===== src/rtl/mul_seq_pkg.sv =====
// Shared definitions for the 16-bit datapath: machine word type and the
// ALU command encoding used by both the ALU and the multiply sequencer.
package mul_seq_pkg;

  localparam int WIDTH = 16;

  typedef logic [WIDTH-1:0] word_t;

  typedef enum logic [2:0] {
    ALU_THA = 3'b000,
    ALU_THB = 3'b001,
    ALU_AND = 3'b010,
    ALU_OR  = 3'b011,
    ALU_SL  = 3'b100,
    ALU_SR  = 3'b101,
    ALU_ADD = 3'b110,
    ALU_SUB = 3'b111
  } alu_cmd_e;

endpackage


===== src/rtl/mul_seq_if.sv =====
// Request/response and ALU-borrow signals between the CPU datapath and the
// multiply sequencer.
interface mul_seq_if;
  import mul_seq_pkg::*;

  logic     start;
  word_t    op_a;
  word_t    op_b;
  logic     busy;
  logic     done;
  word_t    result;
  word_t    alu_a;
  word_t    alu_b;
  alu_cmd_e alu_com;
  word_t    alu_y;

  modport master (
    output start, op_a, op_b, alu_y,
    input  busy, done, result, alu_a, alu_b, alu_com
  );

  modport slave (
    input  start, op_a, op_b, alu_y,
    output busy, done, result, alu_a, alu_b, alu_com
  );

endinterface


===== src/rtl/mul_seq.sv =====
// Shift-and-add 16x16 multiplier (low 16 bits of the product) that borrows
// the shared ALU for every add and shift, stopping once the multiplier is 0.
module mul_seq
  import mul_seq_pkg::*;
(
  input  logic     clk,
  input  logic     rst_n,
  mul_seq_if.slave bus
);

  typedef enum logic [2:0] {
    S_IDLE,
    S_EVAL,
    S_ADD,
    S_SHL,
    S_SHR,
    S_DONE
  } state_e;

  state_e   state;
  word_t    a_r;
  word_t    b_r;
  word_t    p_r;
  word_t    result_r;
  word_t    alu_a_r;
  word_t    alu_b_r;
  alu_cmd_e alu_com_r;
  logic     busy_r;
  logic     done_r;

  // ALU drive is registered one state ahead, so each value is set on the
  // transition into the state that owns the ALU for that cycle.
  always_ff @(posedge clk or negedge rst_n) begin
    if (!rst_n) begin
      state     <= S_IDLE;
      a_r       <= '0;
      b_r       <= '0;
      p_r       <= '0;
      result_r  <= '0;
      alu_a_r   <= '0;
      alu_b_r   <= '0;
      alu_com_r <= ALU_THA;
      busy_r    <= 1'b0;
      done_r    <= 1'b0;
    end else begin
      // NOTE: defaults at the top of a clocked block are safe (no latch can
      // form in a flop); later non-blocking assignments simply override them.
      alu_a_r   <= '0;
      alu_b_r   <= '0;
      alu_com_r <= ALU_THA;
      done_r    <= 1'b0;

      case (state)
        S_IDLE: begin
          if (bus.start) begin
            a_r    <= bus.op_a;
            b_r    <= bus.op_b;
            p_r    <= '0;
            busy_r <= 1'b1;
            state  <= S_EVAL;
          end
        end

        S_EVAL: begin
          if (b_r == '0) begin
            result_r <= p_r;
            done_r   <= 1'b1;
            state    <= S_DONE;
          end else if (b_r[0]) begin
            alu_a_r   <= p_r;
            alu_b_r   <= a_r;
            alu_com_r <= ALU_ADD;
            state     <= S_ADD;
          end else begin
            alu_a_r   <= a_r;
            alu_com_r <= ALU_SL;
            state     <= S_SHL;
          end
        end

        S_ADD: begin
          p_r       <= bus.alu_y;
          alu_a_r   <= a_r;
          alu_com_r <= ALU_SL;
          state     <= S_SHL;
        end

        S_SHL: begin
          a_r       <= bus.alu_y;
          alu_a_r   <= b_r;
          alu_com_r <= ALU_SR;
          state     <= S_SHR;
        end

        S_SHR: begin
          b_r   <= bus.alu_y;
          state <= S_EVAL;
        end

        S_DONE: begin
          busy_r <= 1'b0;
          state  <= S_IDLE;
        end

        default: begin
          busy_r <= 1'b0;
          state  <= S_IDLE;
        end
      endcase
    end
  end

  assign bus.busy    = busy_r;
  assign bus.done    = done_r;
  assign bus.result  = result_r;
  assign bus.alu_a   = alu_a_r;
  assign bus.alu_b   = alu_b_r;
  assign bus.alu_com = alu_com_r;

endmodule

===== src/flat_wrapper.sv =====
// flat-port wrapper written by rule: the top's interface ports become plain ports
module mul_seq_flat import mul_seq_pkg::*;
  (clk, rst_n, bus_start, bus_op_a, bus_op_b, bus_alu_y, bus_busy, bus_done, bus_result, bus_alu_a, bus_alu_b, bus_alu_com);
  mul_seq_if bus_i ();
  input  logic clk;
  input  logic rst_n;
  input wire logic [$bits(bus_i.start)-1:0] bus_start;
  input wire logic [$bits(bus_i.op_a)-1:0] bus_op_a;
  input wire logic [$bits(bus_i.op_b)-1:0] bus_op_b;
  input wire logic [$bits(bus_i.alu_y)-1:0] bus_alu_y;
  output wire logic [$bits(bus_i.busy)-1:0] bus_busy;
  output wire logic [$bits(bus_i.done)-1:0] bus_done;
  output wire logic [$bits(bus_i.result)-1:0] bus_result;
  output wire logic [$bits(bus_i.alu_a)-1:0] bus_alu_a;
  output wire logic [$bits(bus_i.alu_b)-1:0] bus_alu_b;
  output wire logic [$bits(bus_i.alu_com)-1:0] bus_alu_com;
  assign bus_i.start = bus_start;
  assign bus_i.op_a = bus_op_a;
  assign bus_i.op_b = bus_op_b;
  assign bus_i.alu_y = bus_alu_y;
  assign bus_busy = bus_i.busy;
  assign bus_done = bus_i.done;
  assign bus_result = bus_i.result;
  assign bus_alu_a = bus_i.alu_a;
  assign bus_alu_b = bus_i.alu_b;
  assign bus_alu_com = bus_i.alu_com;
  mul_seq u_core (.clk(clk), .rst_n(rst_n), .bus(bus_i));
endmodule

===== config.mk =====
export PLATFORM = sky130hd
export DESIGN_NAME = mul_seq_flat
export DESIGN_NICKNAME = d
export VERILOG_FILES = /design/src/rtl/mul_seq_pkg.sv /design/src/rtl/mul_seq_if.sv /design/src/rtl/mul_seq.sv /design/src/flat_wrapper.sv
export SDC_FILE = /design/constraint.sdc
export NUM_CORES = 1
export LEC_CHECK = 0
export ABC_AREA = 1
export CORE_ASPECT_RATIO = 0.9
export CORE_MARGIN = 2
export CORE_UTILIZATION = 54
export CTS_CLUSTER_SIZE = 28
export DETAILED_ROUTE_END_ITERATION = 10
export PLACE_DENSITY = 0.94
export SYNTH_ARGS = -nofsm -noshare
export SYNTH_HDL_FRONTEND = slang
export SYNTH_SLANG_ARGS = --single-unit

===== constraint.sdc =====
create_clock -name clk -period 3.1 [get_ports clk]
set_clock_uncertainty 0.2 [all_clocks]
set_input_delay 0.465 -clock clk [delete_from_list [all_inputs] [get_ports clk]]
set_output_delay 0.465 -clock clk [all_outputs]
set_load 0.03 [all_outputs]

==> results.txt, run 1 <==
- Count of nets after finishing: 676
- Antenna violations before repair: 0
- Skew-Pair Late Insertion Delay: 0.37 ns
- By count the netlist is led by sky130_fd_sc_hd__nand2_1 (156), sky130_fd_sc_hd__dfrtp_1 (104), sky130_fd_sc_hd__o21ai_0 (88), sky130_fd_sc_hd__inv_1 (45), sky130_fd_sc_hd__nand3_1 (33).
* Sequential share of the synthesized area: 57.7%
* Critical-path maximum fanout: 18
- The count of nets left with antenna violations once routing finished came out at 0.
- Max frequency: 430 MHz
* Power density cells: 891 nW/um^2
- In this run, post-CTS repair resized a total of 0 instances.
* Worst hold-check slack: 0.282 ns
- Time the worst path needs with I/O delays and setup: roughly 2.3 ns
- Max-cap violations: 0
- Arr. time, crit path: 2.35 ns
- Combinational logic burns approximately 44% of the power.
- The total area inside the core boundary comes to around 8100 um^2.
- Maximum vdd ir drop: around 0.00045 V
- The cell count after synthesis came out at 528.
- Top cell type by total area after synthesis: sky130_fd_sc_hd__dfrtp_1
- Relative slew slack: between 40 and 50%
- Start point of the critical path: u_core.b_r[15]
- Setup repair after global routing left no endpoint under its margin.
- The worst setup path is captured at a register.
* Period Utilization, post-route: 75.1%
- Initial cell density of the core: 55.9%
- The startpoint identified for the worst hold timing path is u_core.bus.result[13].
- Die Y: 90.7 um
* Number of register bits inferred by synthesis: 104
- Among all flip-flop cells after synthesis, the most frequent one is sky130_fd_sc_hd__dfrtp_1.
- The number of max-slew violations in the final report came to 0.
- Via count normalized by instance count: 5.70
- Total half-perimeter wirelength after legalization and detailed placement: a little under 9000 um
- The clock net in this run drives a total of between 100 and 150 sinks.
- Library cell used as clock root buffer: sky130_fd_sc_hd__clkbuf_8
* Start-to-end type of the worst setup path: reg2reg
- Vias in the first global route: 4086
* Inserted Diodes: 0
- Of the total power, the share spent switching nets is 44.1%.
- CP Data Required Time: 3.12 ns
- Util after Layout: between 70% and 80%
- The H-tree generated during clock tree synthesis spans 3 levels.
- For this run, the number of Yosys warnings is 0.
* Post-CTS Setup Repair Bufs: 0
- In this run the power spent charging and discharging nets is between 2000 and 2500 uW.
* Total number of vias: 4155
- In this run the deepest clock path goes through 2 buffers.
* CTS tree: yes
- Buffers inserted to repair hold after CTS numbered 1.
- Total track usage: 27.8%
- Entering global routing, the biggest net connects 62 pins.
- After synthesis, the share of flip-flops with an asynchronous set or reset is 100%.
- After clock tree synthesis, the clock-pin slew on the worst setup and hold paths is 0.09 ns.
- Kind of start point of the critical path: register
* Share of Yosys cell area claimed by the top area cell type: 57.7%
- Number of unique standard cell types used by synthesis: 21
- The congestion estimate from routability-driven global placement came to 0.939.
- Total negative setup slack: 0 ns
- Die Span X: 100 um
- Layout overhead on the synthesized area: 29.1%
- TritonCTS created 9 clock buffers.
- Average wire per standard cell: 16.9 um
- Counting flops with a built-in enable in the synthesized netlist gives 0.
- Final setup viols: 0
- For the pin with the worst max-slew slack, the measured transition is a little over 0.8 ns.
- Internal Power: between 2000 and 3000 uW
- For this design the top-level I/O count stands at 104.
- Number of buffer cells added on primary ports: 103
- The worst register-to-register path begins at u_core.b_r[15].
- Standby leakage power: around 0.0029 uW
- Among all cell types in the netlist, the one instantiated most often is sky130_fd_sc_hd__nand2_1.
* Share of cells above drive strength 1: 6.03%
- Residual DRC count: 0
- After detailed routing, the total wire length is 12300 um.
- Std-Cell Rows: 31
* First-pass DRT Iterations: 5
* Avg Cell Area, Syn: 8.54 um^2
- The first global-routing pass estimated 19500 um of wire.
* Iter 0 DRT Violations: approximately 220
- Yosys attributes the largest share of cell area to sky130_fd_sc_hd__dfrtp_1 (58%), sky130_fd_sc_hd__nand2_1 (13%), sky130_fd_sc_hd__o21ai_0 (9.8%), sky130_fd_sc_hd__inv_1 (3.7%), sky130_fd_sc_hd__nand3_1 (3.7%).
* Hold violation count in the final report: 0
- Overflow left after global routing: 0
- In this run, the clock network consumes 15.1% of the power.
- The cell area that synthesis handed to floorplanning was 4510 um^2.
* Register-to-register setup slack: 0.77 ns
- The path class of the tightest hold or removal check is reg2reg.
- Registers are responsible for 40.7% of the overall power.
* Status: finished clean
- Die outline area: roughly 9100 um^2
- Counting every net in the synthesized netlist gives 579.
cell usage in the layout (no fill, tap or decap):
master | netlist | final
sky130_fd_sc_hd__nand2_1 | 156 | 156
sky130_fd_sc_hd__dfrtp_1 | 104 | 104
sky130_fd_sc_hd__clkdlybuf4s50_1 | 0 | 102
sky130_fd_sc_hd__o21ai_0 | 88 | 88
sky130_fd_sc_hd__inv_1 | 45 | 45
sky130_fd_sc_hd__nand3_1 | 33 | 33
sky130_fd_sc_hd__nor2_1 | 24 | 24
sky130_fd_sc_hd__a22oi_1 | 16 | 16
sky130_fd_sc_hd__nand4_1 | 16 | 16
sky130_fd_sc_hd__buf_4 | 0 | 11
sky130_fd_sc_hd__clkbuf_8 | 0 | 10
sky130_fd_sc_hd__nand3_2 | 3 | 3
sky130_fd_sc_hd__nor2_2 | 3 | 3
sky130_fd_sc_hd__inv_2 | 2 | 2
sky130_fd_sc_hd__clkinv_1 | 2 | 2
sky130_fd_sc_hd__o21ai_1 | 2 | 2
sky130_fd_sc_hd__a21oi_1 | 2 | 2
sky130_fd_sc_hd__clkinv_2 | 0 | 2
sky130_fd_sc_hd__clkinv_4 | 0 | 2
sky130_fd_sc_hd__nand2_2 | 1 | 1
sky130_fd_sc_hd__nor3_4 | 1 | 1
sky130_fd_sc_hd__nor3_1 | 1 | 1
sky130_fd_sc_hd__inv_6 | 0 | 1
sky130_fd_sc_hd__clkinvlp_4 | 0 | 1
sky130_fd_sc_hd__dlygate4sd3_1 | 0 | 1
sky130_fd_sc_hd__buf_12 | 0 | 1
cell type report:
type | count | area, um^2
clock buffer | 10 | 138
clock inverter | 6 | 43.8
fill | 616 | 2240
inverter | 49 | 184
multi-input combinational | 346 | 1600
sequential | 104 | 2600
tap | 99 | 124
timing repair buffer | 115 | 1130
sequential cells by signal, indices dropped and copies added (netlist names):
register,count
u_core.bus.busy,1
u_core.bus.alu_com,3
u_core.p_r,16
u_core.b_r,16
u_core.bus.done,1
u_core.bus.alu_b,16
u_core.state,3
u_core.bus.alu_a,16
u_core.a_r,16
u_core.bus.result,16
power groups by stage:
stage / registers (uW) / logic (uW) / clock network (uW)
4_1_cts: 2100 / 2280 / 786
2_1_floorplan: 2310 / 1220 / 0
6_report: 2110 / 2290 / 784
5_1_grt: 2140 / 2510 / 846
3_3_place_gp: 2100 / 2180 / 0
3_5_place_dp: 2120 / 2270 / 0
worst max-delay path: stages (launching register included):
cell                      delay, ns
sky130_fd_sc_hd__dfrtp_1       0.41
sky130_fd_sc_hd__nor2_1        0.12
sky130_fd_sc_hd__nand2_1       0.07
sky130_fd_sc_hd__nor2_2        0.64
sky130_fd_sc_hd__nand2_2       0.45
sky130_fd_sc_hd__nand2_1       0.21
sky130_fd_sc_hd__nand2_1       0.07
per-layer routing:
metal | vias up | track usage, % | part of all wire [%]
met3 | 36 | 5.19 | 8.4
met4 | 0 | 12.7 | 3.3
met2 | 242 | 45.9 | 50
li1 | 1913 | - | -
met1 | 1964 | 35.3 | 39
met5 | - | 0 | 0
logic make-up after synthesis:
kind of cell / count (synthesis) / synth area share, %
flops: 104 / 57.7
buf+inv: 78 / 6.88
compound gates: 108 / 12.9
simple gates: 238 / 22.6
metrics by stage:
stage / total power [uW] / instances / setup slack (ns) / instance area, um^2
floorplan: 3530 / 528 / 1.44 / 4510
global placement: 4280 / 712 / 0.884 / 5630
detailed placement: 4390 / 712 / 0.789 / 5630
CTS: 5160 / 729 / 0.813 / 5820
global route: 5500 / 729 / 0.648 / 5820
finish: 5190 / 729 / 0.773 / 5820
worst paths after layout:
| path | depth (start not counted) | to |
|---|---|---|
| max | 6 | u_core.state[1] |
| max reg2reg | 6 | u_core.state[1] |
| min in group asynchronous | 2 | u_core.bus.alu_b[13] |
| min reg2reg | 2 | u_core.bus.result[13] |
| max in group asynchronous | 3 | u_core.a_r[10] |
| min | 2 | u_core.bus.result[13] |
(Power assumes the default switching activity.)
==> run 2, diff against run 1 <==
- CORE_UTILIZATION: 54 -> 45
- PLACE_DENSITY: 0.94 -> 0.85
- clock period: 3.1 -> 2.04 ns (I/O delays scaled with it)
==> results.txt, run 2 (synthesis gave the netlist of run 1 again) <==
- Kind of capture point of the worst setup path: output pin
- The startpoint identified for the worst hold timing path is u_core.bus.result[15].
- The number of nets with antenna violations after routing is 0 (unchanged).
- The via count of the first global-routing pass came to 4047 (-0.95%).
- Setup repair after global routing left no endpoint under its margin.
* Least-Margin Pin Slew: 0.561 ns (-0.267 ns)
* Period Utilization, post-route: roughly 95%
- The number of top-level pins came to 104 (unchanged).
- Post-CTS Setup Repair Bufs: 0 (unchanged)
* Final setup viols: 0 (unchanged)
* Antenna violations before repair: 0 (unchanged)
* Post-cts resize count: 0 (unchanged)
- Standby leakage power: 0.00294 uW (+2.4%)
- The detailed-route DRC error count is 0 (unchanged).
- Total number of clock tree sinks: 104 (unchanged)
- Most common cell after layout, fill and taps aside: sky130_fd_sc_hd__nand2_1
- The worst register-to-register path ends at u_core.bus.alu_com[2].
- The run finished with clean final reports.
* Worst path max stage delay: 0.68 ns (+0.04 ns)
* Number of buffer cells added on primary ports: 103 (unchanged)
* Hold violation count in the final report: 0 (unchanged)
- First-pass DRT Iterations: 5 (unchanged)
* Via count normalized by instance count: 5.33 (-6.4%)
* Die Span X: 110 um (+9.2%)
- Clock tree buffer depth: 2 (unchanged)
* Cell with the biggest individual delay on the critical path: sky130_fd_sc_hd__clkdlybuf4s50_1
- The maximum number of pins on one net before global-route repair came to 105 (+69%).
- The sequential cell area came to 2600 um^2 (unchanged).
- Start-to-end type of the worst setup path: reg2out
* Iter 0 DRT Violations: 269 (+25%)
- Skew-Pair Late Insertion Delay: 0.36 ns (about the same)
- Logic depth of the worst register-to-register path: 6 (unchanged)
- The arrival time of data at the critical path endpoint came to 1.43 ns (-0.92 ns).
* Library cell used as clock root buffer: sky130_fd_sc_hd__clkbuf_8
- The data required time at the worst endpoint is 1.53 ns (-1.59 ns).
* Relative slew slack: 62.6% (+18 points)
* Cell depth of the worst hold path: 2 (unchanged)
- The combined buffer and inverter count along the critical path was 1 (+1).
- Std-Cell Rows: 34 (+9.7%)
- Register-to-register setup slack: 0.27 ns (-0.50 ns)
* Kind of cell with the highest combined delay on the critical path: buffers and inverters
- Area of the multi-input gates: 1600 um^2 (unchanged)
- Initial cell density of the core: 46.5% (-9.4 points)
- From synthesis to final layout, the design area changed by 32.6%.
- The wire length of the first global-routing pass is 19900 um (+2.0%).
- Destination of the worst hold path: u_core.bus.result[15]
* Sequence of cells on the critical path: clkdlybuf4s50_1
- The placer congestion estimate was 0.923 (-1.7%).
- Max-cap violations: 0 (unchanged)
* Total track usage: 23.9% (-3.9 points)
- The overall via count from detail_route is 4081 (-1.8%).
* Number of logic stages on the critical path including buffering: 1 (-5)
- The share of layout cells above drive strength 1 was 7.36% (+1.3 points).
- The number of diodes added for antenna fixing was 0 (unchanged).
- Critical-path maximum fanout: 1 (-17)
- STA classifies the critical path startpoint as a register.
- The post-detailed-placement half-perimeter wirelength came to 8650 um (-2.2%).
- The number of max-slew violations in the final report came to 0 (unchanged).
- The area of the core came to 9700 um^2 (+20%).
* Power density cells: 1380 nW/um^2 (+55%)
- CTS tree: yes
- The end-of-flow core utilization was 61.7% (-10 points).
* Startpoint of the worst-slack reg-to-reg timing path: u_core.b_r[4]
* Num CTS Buffers: 9 (unchanged)
- Maximum vdd ir drop: 0.000579 V (+30%)
- CTS H-tree lvls: 3 (unchanged)
- Commonest non-fill, non-tap cells in the layout: sky130_fd_sc_hd__nand2_1 (156), sky130_fd_sc_hd__dfrtp_1 (104), sky130_fd_sc_hd__clkdlybuf4s50_1 (102)
- The full die area was 10800 um^2 (+19%).
- Overflow left after global routing: 0 (unchanged)
- The total wirelength of the detailed-routed design came to 12300 um (-0.19%).
* Count of nets after finishing: 685 (+1.3%)
* Total negative setup slack: 0 ns (unchanged)
* Average wire per standard cell: 16.1 um (-4.9%)
* Max frequency: 517 MHz
* Clock slew seen by the registers of the worst setup and hold paths: 0.09 ns (about the same)
- The height of the chip came to 99.0 um (+9.1%).
- Time the worst path needs with I/O delays and setup: 1.93 ns
- Hold Crit Class: reg2reg
* Final Power: 8250 uW (+59%)
- Count of filler cells inserted in the layout: 813 (+32%)
-- run 2: cell types whose count changed in the layout (fill, tap and decap cells not counted) --
cell,delta
sky130_fd_sc_hd__clkinv_4,-2
sky130_fd_sc_hd__buf_12,+1
sky130_fd_sc_hd__inv_6,+1
sky130_fd_sc_hd__clkinv_2,-1
sky130_fd_sc_hd__bufinv_16,+2
sky130_fd_sc_hd__buf_4,+8
-- run 2: worst max-delay path by stage --
stage	start	slack (ns)	end
after global placement	bus_start	0.29	u_core.b_r[11]
final	u_core.bus.alu_b[12]	0.11	bus_alu_b[12]
after detailed placement	u_core.b_r[4]	0.27	u_core.bus.result[4]
after global routing	u_core.bus.busy	0.06	bus_busy
after CTS	u_core.bus.alu_b[12]	0.09	bus_alu_b[12]
after floorplan	u_core.b_r[0]	0.38	u_core.bus.result[10]
-- run 2: final cells by class --
class,count,share of cell area (%)
flip-flops and latches,104,43.5
multi-input cells,346,26.7
repair buffers,124,20.3
inverters,49,3.07
well taps,126,2.63
clock buffers,10,2.30
clock inverters,6,1.51
-- run 2: power breakdown --
| part | switching (uW) | internal [uW] |
|---|---|---|
| Combinational | 2300 | 1290 |
| Sequential | 460 | 2750 |
| Clock | 714 | 732 |
| Total | 3480 | 4770 |
-- run 2: per-stage QoR --
step	instance area (um^2)	setup slack (ns)	hold WS [ns]	instances
detailed placement	5750	0.267	0.218	748
floorplan	4510	0.377	-0.190	528
CTS	5980	0.0929	0.286	765
finish	5980	0.107	0.285	765
global placement	5750	0.294	0.209	748
global route	5980	0.0606	0.314	765
-- run 2: routing by layer --
metal	track usage (%)	part of all wire (%)	up-vias
met5	0	0	-
met4	6.91	1.9	0
met3	6.22	8.5	24
met2	38.8	49	206
met1	31.7	41	1935
li1	-	-	1916
-- run 2: timing repair --
| action | in CTS | in global routing |
|---|---|---|
| hold endpoints to repair | 104 | 0 |
| hold buffers | 1 | 0 |
| endpoints found under the setup margin | 0 | 0 |
